===== src/rtl/arith_pkg.sv =====
// rtl/arith_pkg.sv - shared FSM encoding and digit-count helpers for the multi-cycle subtractor
package arith_pkg;

    typedef enum logic [1:0] {
        ST_IDLE = 2'd0,
        ST_CALC = 2'd1,
        ST_DONE = 2'd2
    } state_t;

    // Guarded against a zero digit so elaboration reaches the parameter check.
    function automatic int calc_num(input int width, input int digit);
        return (digit < 1) ? 1 : width / digit;
    endfunction

    function automatic int calc_cnt_w(input int num);
        return (num <= 1) ? 1 : $clog2(num);
    endfunction

endpackage


===== src/rtl/multi_cycle_subtractor_if.sv =====
// rtl/multi_cycle_subtractor_if.sv - operand/result handshake bundle for the multi-cycle subtractor
interface multi_cycle_subtractor_if #(
    parameter int WIDTH = 16
);
    logic             in_valid;
    logic             in_ready;
    logic [WIDTH-1:0] a;
    logic [WIDTH-1:0] b;
    logic             bin;
    logic             out_valid;
    logic             out_ready;
    logic [WIDTH-1:0] diff;
    logic             borrow;
    logic             zero;

    modport master (
        output in_valid, a, b, bin, out_ready,
        input  in_ready, out_valid, diff, borrow, zero
    );

    modport slave (
        input  in_valid, a, b, bin, out_ready,
        output in_ready, out_valid, diff, borrow, zero
    );
endinterface


===== src/rtl/full_subtractor.sv =====
// rtl/full_subtractor.sv - one-bit full subtractor cell of the digit ripple chain
module full_subtractor (
    input  logic i_a,
    input  logic i_b,
    input  logic i_cin,
    output logic o_diff,
    output logic o_borrow
);
    assign o_diff   = i_a ^ i_b ^ i_cin;
    assign o_borrow = (~i_a & i_b) | (~(i_a ^ i_b) & i_cin);
endmodule


===== src/rtl/multi_cycle_subtractor.sv =====
// rtl/multi_cycle_subtractor.sv - digit-serial subtractor, DIGIT bits per cycle, LSB digit first
module multi_cycle_subtractor
    import arith_pkg::*;
#(
    parameter int WIDTH = 16,
    parameter int DIGIT = 4
) (
    input  logic                      clk,
    input  logic                      rst,
    multi_cycle_subtractor_if.slave   bus
);
    localparam int NUM   = calc_num(WIDTH, DIGIT);
    localparam int CNT_W = calc_cnt_w(NUM);

    generate
        if (WIDTH < 1 || DIGIT < 1 || (WIDTH % DIGIT) != 0) begin : g_param_check
            $error("multi_cycle_subtractor: WIDTH must be >= 1 and a multiple of DIGIT >= 1");
        end
    endgenerate

    state_t             r_state;
    state_t             w_state_nxt;
    logic [CNT_W-1:0]   r_cnt;
    logic [WIDTH-1:0]   r_a;
    logic [WIDTH-1:0]   r_b;
    logic               r_brun;
    logic [WIDTH-1:0]   r_diff;
    logic               r_borrow;
    logic               r_zero;

    logic [DIGIT-1:0]   w_a_dig;
    logic [DIGIT-1:0]   w_b_dig;
    logic [DIGIT-1:0]   w_dig_diff;
    logic [DIGIT:0]     w_chain;
    logic [WIDTH-1:0]   w_diff_nxt;
    logic               w_last;

    assign w_last = (r_cnt == CNT_W'(NUM - 1));

    always_comb begin
        w_a_dig = '0;
        w_b_dig = '0;
        for (int k = 0; k < NUM; k++) begin
            if (r_cnt == CNT_W'(k)) begin
                w_a_dig = r_a[k*DIGIT +: DIGIT];
                w_b_dig = r_b[k*DIGIT +: DIGIT];
            end
        end
    end

    assign w_chain[0] = r_brun;

    genvar gi;
    generate
        for (gi = 0; gi < DIGIT; gi++) begin : g_chain
            full_subtractor u_fs (
                .i_a      (w_a_dig[gi]),
                .i_b      (w_b_dig[gi]),
                .i_cin    (w_chain[gi]),
                .o_diff   (w_dig_diff[gi]),
                .o_borrow (w_chain[gi+1])
            );
        end
    endgenerate

    always_comb begin
        w_diff_nxt = r_diff;
        for (int k = 0; k < NUM; k++) begin
            if (r_cnt == CNT_W'(k)) begin
                w_diff_nxt[k*DIGIT +: DIGIT] = w_dig_diff;
            end
        end
    end

    always_ff @(posedge clk) begin
        if (rst) begin
            r_state <= ST_IDLE;
        end else begin
            r_state <= w_state_nxt;
        end
    end

    always_comb begin
        w_state_nxt = r_state;
        case (r_state)
            ST_IDLE: if (bus.in_valid)  w_state_nxt = ST_CALC;
            ST_CALC: if (w_last)        w_state_nxt = ST_DONE;
            ST_DONE: if (bus.out_ready) w_state_nxt = ST_IDLE;
            default:                    w_state_nxt = ST_IDLE;
        endcase
    end

    always_ff @(posedge clk) begin
        if (rst) begin
            r_cnt    <= '0;
            r_a      <= '0;
            r_b      <= '0;
            r_brun   <= 1'b0;
            r_diff   <= '0;
            r_borrow <= 1'b0;
            r_zero   <= 1'b0;
        end else begin
            case (r_state)
                ST_IDLE: begin
                    if (bus.in_valid) begin
                        r_a    <= bus.a;
                        r_b    <= bus.b;
                        r_brun <= bus.bin;
                        r_cnt  <= '0;
                        r_diff <= '0;
                    end
                end
                ST_CALC: begin
                    r_diff <= w_diff_nxt;
                    r_brun <= w_chain[DIGIT];
                    r_cnt  <= w_last ? '0 : r_cnt + CNT_W'(1);
                    if (w_last) begin
                        r_borrow <= w_chain[DIGIT];
                        r_zero   <= (w_diff_nxt == '0);
                    end
                end
                default: ;
            endcase
        end
    end

    // Results stay frozen through DONE because only CALC writes them.
    assign bus.in_ready  = (r_state == ST_IDLE);
    assign bus.out_valid = (r_state == ST_DONE);
    assign bus.diff      = r_diff;
    assign bus.borrow    = r_borrow;
    assign bus.zero      = r_zero;

endmodule


===== src/flat_wrapper.sv =====
// flat-port wrapper written by rule: the top's interface ports become plain ports
module multi_cycle_subtractor_flat import arith_pkg::*;
#(
    parameter int WIDTH = 16,
    parameter int DIGIT = 4
)
  (clk, rst, bus_in_valid, bus_a, bus_b, bus_bin, bus_out_ready, bus_in_ready, bus_out_valid, bus_diff, bus_borrow, bus_zero);
  multi_cycle_subtractor_if #(.WIDTH(WIDTH)) bus_i ();
  input  logic clk;
  input  logic rst;
  input wire logic [$bits(bus_i.in_valid)-1:0] bus_in_valid;
  input wire logic [$bits(bus_i.a)-1:0] bus_a;
  input wire logic [$bits(bus_i.b)-1:0] bus_b;
  input wire logic [$bits(bus_i.bin)-1:0] bus_bin;
  input wire logic [$bits(bus_i.out_ready)-1:0] bus_out_ready;
  output wire logic [$bits(bus_i.in_ready)-1:0] bus_in_ready;
  output wire logic [$bits(bus_i.out_valid)-1:0] bus_out_valid;
  output wire logic [$bits(bus_i.diff)-1:0] bus_diff;
  output wire logic [$bits(bus_i.borrow)-1:0] bus_borrow;
  output wire logic [$bits(bus_i.zero)-1:0] bus_zero;
  assign bus_i.in_valid = bus_in_valid;
  assign bus_i.a = bus_a;
  assign bus_i.b = bus_b;
  assign bus_i.bin = bus_bin;
  assign bus_i.out_ready = bus_out_ready;
  assign bus_in_ready = bus_i.in_ready;
  assign bus_out_valid = bus_i.out_valid;
  assign bus_diff = bus_i.diff;
  assign bus_borrow = bus_i.borrow;
  assign bus_zero = bus_i.zero;
  multi_cycle_subtractor #(.WIDTH(WIDTH), .DIGIT(DIGIT)) u_core (.clk(clk), .rst(rst), .bus(bus_i));
endmodule

===== config.mk =====
export PLATFORM = sky130hd
export DESIGN_NAME = multi_cycle_subtractor_flat
export DESIGN_NICKNAME = d
export VERILOG_FILES = /design/src/rtl/arith_pkg.sv /design/src/rtl/multi_cycle_subtractor_if.sv /design/src/rtl/full_subtractor.sv /design/src/rtl/multi_cycle_subtractor.sv /design/src/flat_wrapper.sv
export SDC_FILE = /design/constraint.sdc
export NUM_CORES = 1
export LEC_CHECK = 0
export ABC_CLOCK_PERIOD_IN_PS = 3680
export CORE_MARGIN = 5
export CORE_UTILIZATION = 45
export CTS_CLUSTER_SIZE = 12
export DETAILED_ROUTE_END_ITERATION = 7
export MAX_ROUTING_LAYER = met4
export PLACE_DENSITY = 0.84
export RECOVER_POWER = 100
export SETUP_SLACK_MARGIN = 0.02
export SYNTH_ARGS = -nofsm -noshare
export SYNTH_HDL_FRONTEND = slang
export SYNTH_HIERARCHICAL = 1
export SYNTH_SLANG_ARGS = --single-unit
export TNS_END_PERCENT = 50

===== constraint.sdc =====
create_clock -name clk -period 3.68 [get_ports clk]
set_clock_uncertainty 0.15 [all_clocks]
set_input_delay 0.368 -clock clk [delete_from_list [all_inputs] [get_ports clk]]
set_output_delay 0.368 -clock clk [all_outputs]
set_load 0.02 [all_outputs]

Word-level counts from Yosys, hierarchy flattened
Cells that the tools add are included.
Word-level totals
  register bits: 55
  input bits: 37
  output and inout port bits: 20
  word-level logic and storage cells: 76
Cells by class
  $add $sub $neg: 1
  eq/ne operators: 8
  muxes and demuxes: 23
  bitwise operators: 28
  reduce and logical (&&, ||, !) cells: 8
Operators with widths (count)
  two-way mux 4 bit: 12
  one-hot mux 16 bit (2 select lines): 1
  logical NOT 16 bit: 1
  two-way mux 16 bit: 1
  two-way mux 2 bit: 5
  bitwise AND 1 bit: 8
  NOT 1 bit: 8
  bitwise XOR 1 bit: 8
  equality test 2 bit, second input constant: 3
  one-hot mux 2 bit (3 select lines): 1
  AND reduction 2 bit: 3
  equality test 2 x 1 -> 1 bit, second input constant: 2
  logical NOT 2 bit: 2
  != test 2 bit, second input constant: 2
  OR 1 bit: 4
  one-hot mux 2 bit (2 select lines): 1
  AND reduction 3 bit: 1
  adder 2 x 1 -> 2 bit, second input constant: 1
  != test 2 x 1 -> 1 bit, second input constant: 1
  one-hot mux 1 bit (2 select lines): 1
  nonzero test 2 bit: 1
  two-way mux 1 bit: 1

Longest topological paths before layout
Gate-level depths: netlist (run 1).
  word-level depth: 16
  gate-level depth with buffers: 22
  gate-level depth less buffers: 21

Modules after synthesis
The synthesis (run 1) kept the hierarchy.
By module, submodules not included
  multi_cycle_subtractor: instances 1, cells an instance 298, area an instance 2324.7 µm², seq. area each 1101.1 µm²
  full_subtractor at u_core.g_chain[0].u_fs ...: instances 3, cells an instance 4, area an instance 31.3 µm², seq. area each 0.0 µm²
  full_subtractor at u_core.g_chain[3].u_fs: instances 1, cells an instance 3, area an instance 27.5 µm², seq. area each 0.0 µm²

Least setup slack after synthesis (run 1)
OpenSTA, ideal clock, no wires.
  kind: register to register
  from: register u_core.r_cnt[1]
  to: register u_core.r_zero, in the netlist u_core/bus.zero
  setup time: 0.070 ns
  arrival time: 3.488 ns
  path slack: -0.028 ns
  stages on the path, launching flop included: 23
  path through: dfxtp_1 > inv_1 > ha_1 > clkbuf_1 > nand3b_1 > a21oi_1 > a21oi_1 > o21ai_0 > inv_1 > fa_1 > inv_1 > inv_1 > fa_1 > inv_1 > inv_1 > fa_1 > inv_1 > fa_1 > inv_1 > nor4_1 > o21ai_0 > or3_1 > a21oi_1
On the way
  word-level cells in the longest chain between the ends: 16
  elaborated cells between the ends (all ways): 41
Ends and longest elaborated chain
  start: declaration: RTL line multi_cycle_subtractor.sv:23  | logic [CNT_W-1:0] r_cnt;
  start signal: assignment: RTL line multi_cycle_subtractor.sv:116  | r_cnt <= w_last ? '0 : r_cnt + CNT_W'(1);
  logical NOT 2 bit: RTL line multi_cycle_subtractor.sv:44  | if (r_cnt == CNT_W'(k)) begin
  two-way mux 4 bit (3 in series): RTL line multi_cycle_subtractor.sv:44
  two-way mux 4 bit *: RTL line multi_cycle_subtractor.sv:44
  named net u_core.w_b_dig[0]: RTL line multi_cycle_subtractor.sv:32  | logic [DIGIT-1:0] w_b_dig;
  bitwise XOR 1 bit: RTL line full_subtractor.sv:10  | assign o_borrow = (~i_a & i_b) | (~(i_a ^ i_b) & i_cin);
  NOT 1 bit: RTL line full_subtractor.sv:10
  bitwise AND 1 bit: RTL line full_subtractor.sv:10
  OR 1 bit *: RTL line full_subtractor.sv:10
  named net u_core.w_chain[1]: RTL line multi_cycle_subtractor.sv:34  | logic [DIGIT:0] w_chain;
  [2 not listed]
  named net u_core.w_chain[2]: RTL line multi_cycle_subtractor.sv:34
  bitwise AND 1 bit *: RTL line full_subtractor.sv:10
  OR 1 bit *: RTL line full_subtractor.sv:10
  named net u_core.w_chain[3]: RTL line multi_cycle_subtractor.sv:34
  bitwise XOR 1 bit *: RTL line full_subtractor.sv:9  | assign o_diff = i_a ^ i_b ^ i_cin;
  named net u_core.w_dig_diff[3]: RTL line multi_cycle_subtractor.sv:33  | logic [DIGIT-1:0] w_dig_diff;
  two-way mux 4 bit: RTL line multi_cycle_subtractor.sv:69  | if (r_cnt == CNT_W'(k)) begin
  logical NOT 16 bit *: RTL line multi_cycle_subtractor.sv:119  | r_zero <= (w_diff_nxt == '0);
  end signal: assignment: RTL line multi_cycle_subtractor.sv:119
  end: declaration: RTL line multi_cycle_subtractor.sv:29  | logic r_zero;
The timed path passes the listed nets; every way through them passes the cells marked *.
A chain may end at the register's enable or synchronous reset.

Worst setup path after layout (run 1)
Ends and elaborated chain as after synthesis.

==> results of run 1 <==
-- per-layer routing --
| layer | GRT usage [%] | vias up |
|---|---|---|
| li1 | - | 1160 |
| met5 | - | - |
| met3 | 3.36 | 14 |
| met4 | 6.29 | 0 |
| met1 | 21.1 | 1097 |
| met2 | 30.5 | 98 |
-- timing repair --
item / in CTS / in global routing
pin swaps: 0 / 8
resized for setup: 12 / 15
hold buffers: 0 / 0
endpoints found under the setup margin: 5 / 5
setup buffers: 0 / 0
-- layout by cell type, fill, tap and decap left out, types with 2 or more instances in the layout --
cell             count
ha_4                 2
clkbuf_8             5
a22oi_1              5
nand2_1             87
inv_1                5
inv_2                7
nand3b_1             8
o21ai_0              9
or3_1                2
nor4_1               3
ha_1                 2
a21oi_1             52
a32oi_1             12
dfxtp_2              2
fa_2                 3
dfxtp_1             53
o21ai_1              3
nor2_1              18
nand2b_1             3
buf_4               11
a21oi_2              3
clkdlybuf4s50_1     55
-- worst max-delay path by stage --
stage                    start               to
6_report       u_core/r_cnt[1]  u_core/bus.zero
5_1_grt        u_core/r_cnt[1]  u_core/bus.zero
3_5_place_dp   u_core/r_cnt[0]  u_core/bus.zero
4_1_cts        u_core/r_cnt[1]  u_core/bus.zero
2_1_floorplan  u_core/r_cnt[1]  u_core/bus.zero
3_3_place_gp   u_core/r_cnt[0]  u_core/bus.zero
-- report_power, final --
group          internal, W  total (W)  leakage [nW]  switching (W)
combinational     0.000136   0.000299         0.676       0.000163
clock             0.000203   0.000399        0.0581       0.000196
sequential        0.000625   0.000647         0.450      0.0000212
-- area by class of cell --
cell class                      count  share of cell area, %
Clock buffer                        5                   2.11
Clock inverter                      3                   1.34
Inverter                           13                   1.57
Multi-Input combinational cell    224                   38.7
Sequential cell                    55                   33.8
Tap cell                           70                   2.68
Timing Repair Buffer               68                   19.9
-- worst max-delay path, cell delays in order (launching register included) --
cell and delay, ns:
dfxtp_2 0.37, inv_4 0.05, ha_4 0.17, nand3b_1 0.16
a21oi_1 0.14, a21oi_1 0.06, o21ai_1 0.16, inv_1 0.09
fa_2 0.34, inv_2 0.06, inv_2 0.03, fa_2 0.32
inv_2 0.06, inv_2 0.04, fa_2 0.35, inv_2 0.06
fa_1 0.17, inv_2 0.04, nor4_2 0.28, o21ai_1 0.12
or3_1 0.41, a21oi_2 0.13
-- sequential cells by signal, summed over array words and instances, names as in the netlist --
register	count
u_core/bus.borrow	1
u_core/bus.diff	16
u_core/bus.zero	1
u_core/r_a	16
u_core/r_b	16
u_core/r_brun	1
u_core/r_cnt	2
u_core/r_state	2
-- cell families (layout without fill, tap and decap cells) --
group,count (synthesis),count (layout),share of synthesized area (%)
adders and majority gates,9,9,5.83
AOI/OAI and AO/OA,87,87,20.4
and+or+nand+nor,128,128,22.9
DFF,55,55,45.0
buffers and inverters,34,89,5.88
-- metrics by stage --
step	utilization [%]	instance area [µm²]	setup WS [ns]	instances
final	62.8	3270	-0.135	438
after global routing	62.8	3270	-0.268	438
after CTS	62.2	3240	0.0386	438
after detailed placement	59.4	3090	-0.120	430
after global placement	59.4	3090	0.140	430
after floorplan	-	2460	0.0220	313
==> impl_metrics.toml, run 1 <==
[routing]
wl_met1_um = 2640
vias_per_cell = 5.41
vias = 2369
wl_per_cell_um = 14.4
wirelength_um = 6300
drt_iter0_markers = 242
wl_met3_um = 406
drc = 0
ant_nets = 0
wl_met2_um = 3130
routed.top_layer = "met4"
drt-pass1-iter-count = 5

[sta]
hold_ws_ns = 0.312
hold_viol = 0
setup_viol = 1
tns_ns = -0.135
max_slew.worst_pin.slew_ns = 1.12
finalMaxSlewViolations = 0
period_share_pct = 104
fmax_mhz = 262
timing.final.ws_setup_ns = -0.135
slew_headroom_pct = 25.2
min_period_ns = 3.82
rsz0062_at_grt = "true"

[die]
rows = 26
die-area_mm2 = 0.00701
fp.dieW_um = 83.7
initial_core_util_pct = 47.0
die_h_um = 83.7
coreArea_mm2 = 0.00520
io_pins = 57

[yosys]
synth.area.top_cells = "dfxtp_1, nand2_1, a21oi_1"
async_flop_share_pct = 0
syn_avg_cell_area_um2 = 7.82
syn_area_mm2 = 0.00245
yosys_warnings = 6
yosys.area.top_type_share_pct = 45.0
ys.flop_type = "dfxtp_1"
synth_nets = 359
syn_inst = 313
synth_edf_count = 0
ys_seq_elements = 55
yosys.area.top_type = "dfxtp_1"
ys_seq_area_share_pct = 45.0
yosysMostFrequentCell = "nand2_1"
synth.distinct_cells = 27
synth_common_cells = "nand2_1, a21oi_1, dfxtp_1"

[cells_and_area]
fill_cells = 442
synthToLayoutAreaGrowth_pct = 33.6
multi_input_area_mm2 = 0.00126
seqCellArea_mm2 = 0.00110
nNetsFinal = 413
antenna_cells = 0
drive_above_1_share_pct = 12.2

[hold_path]
hold_path_depth = 2
hold_path.class = "reg -> reg"
min_to = "u_core/bus.borrow"
hold_start = "u_core/bus.borrow"

[global_routing]
grt_max_degree = 56
grt_overflow = 0
antenna_found_initial = 0
grt_pass1_wl_um = 10200
grt_pass1_vias = 2283
grt_use_total_pct = 17.9

[setup_path]
critPathRequiredTime_ns = 3.78
r2r_end = "u_core/bus.zero"
worst_r2r_path_depth = 21
endpoint_kind = "flip-flop"
rr_startpoint = "u_core/r_cnt[1]"
cp_max_fo = 5
cp.arrival_ns = 3.92
critPathKind = "reg -> reg"
regToRegSetupSlack_ns = -0.14
startpoint_type = "flip-flop"

[place]
port_buffers = 56
dp_hpwl_um = 4290
gp_congestion = 0.845

[power_and_ir_drop]
ir_drop_mv = 0.235
power_w = 0.00134
p_per_area_mw_per_mm2 = 411
p_leak_nw = 1.18

[run]
maxCapViolations = 0

[clocking]
clk_pin_slew_ns = 0.10
clockBufferDepth = 2
h-tree-depth = 2
cts_tree = "done"
cts_made_buffers = 5
clock_latency_ns = 0.32
cts_root_buf = "clkbuf_8"
clock-sinks = 55

[outcome]
failed_checks = "negative setup slack"
status = "finished with violations"
(Power assumes the default switching activity.)
==> run 2, diff against run 1 <==
--- a/config.mk
+++ b/config.mk
@@ -6,6 +6,7 @@
 export NUM_CORES = 1
 export LEC_CHECK = 0
 export ABC_CLOCK_PERIOD_IN_PS = 3680
+export CAP_MARGIN = 10
 export CORE_MARGIN = 5
 export CORE_UTILIZATION = 45
 export CTS_CLUSTER_SIZE = 12
==> results of run 2 <==
Same layout as run 1: the final DEF is identical, and so are final timing and power.
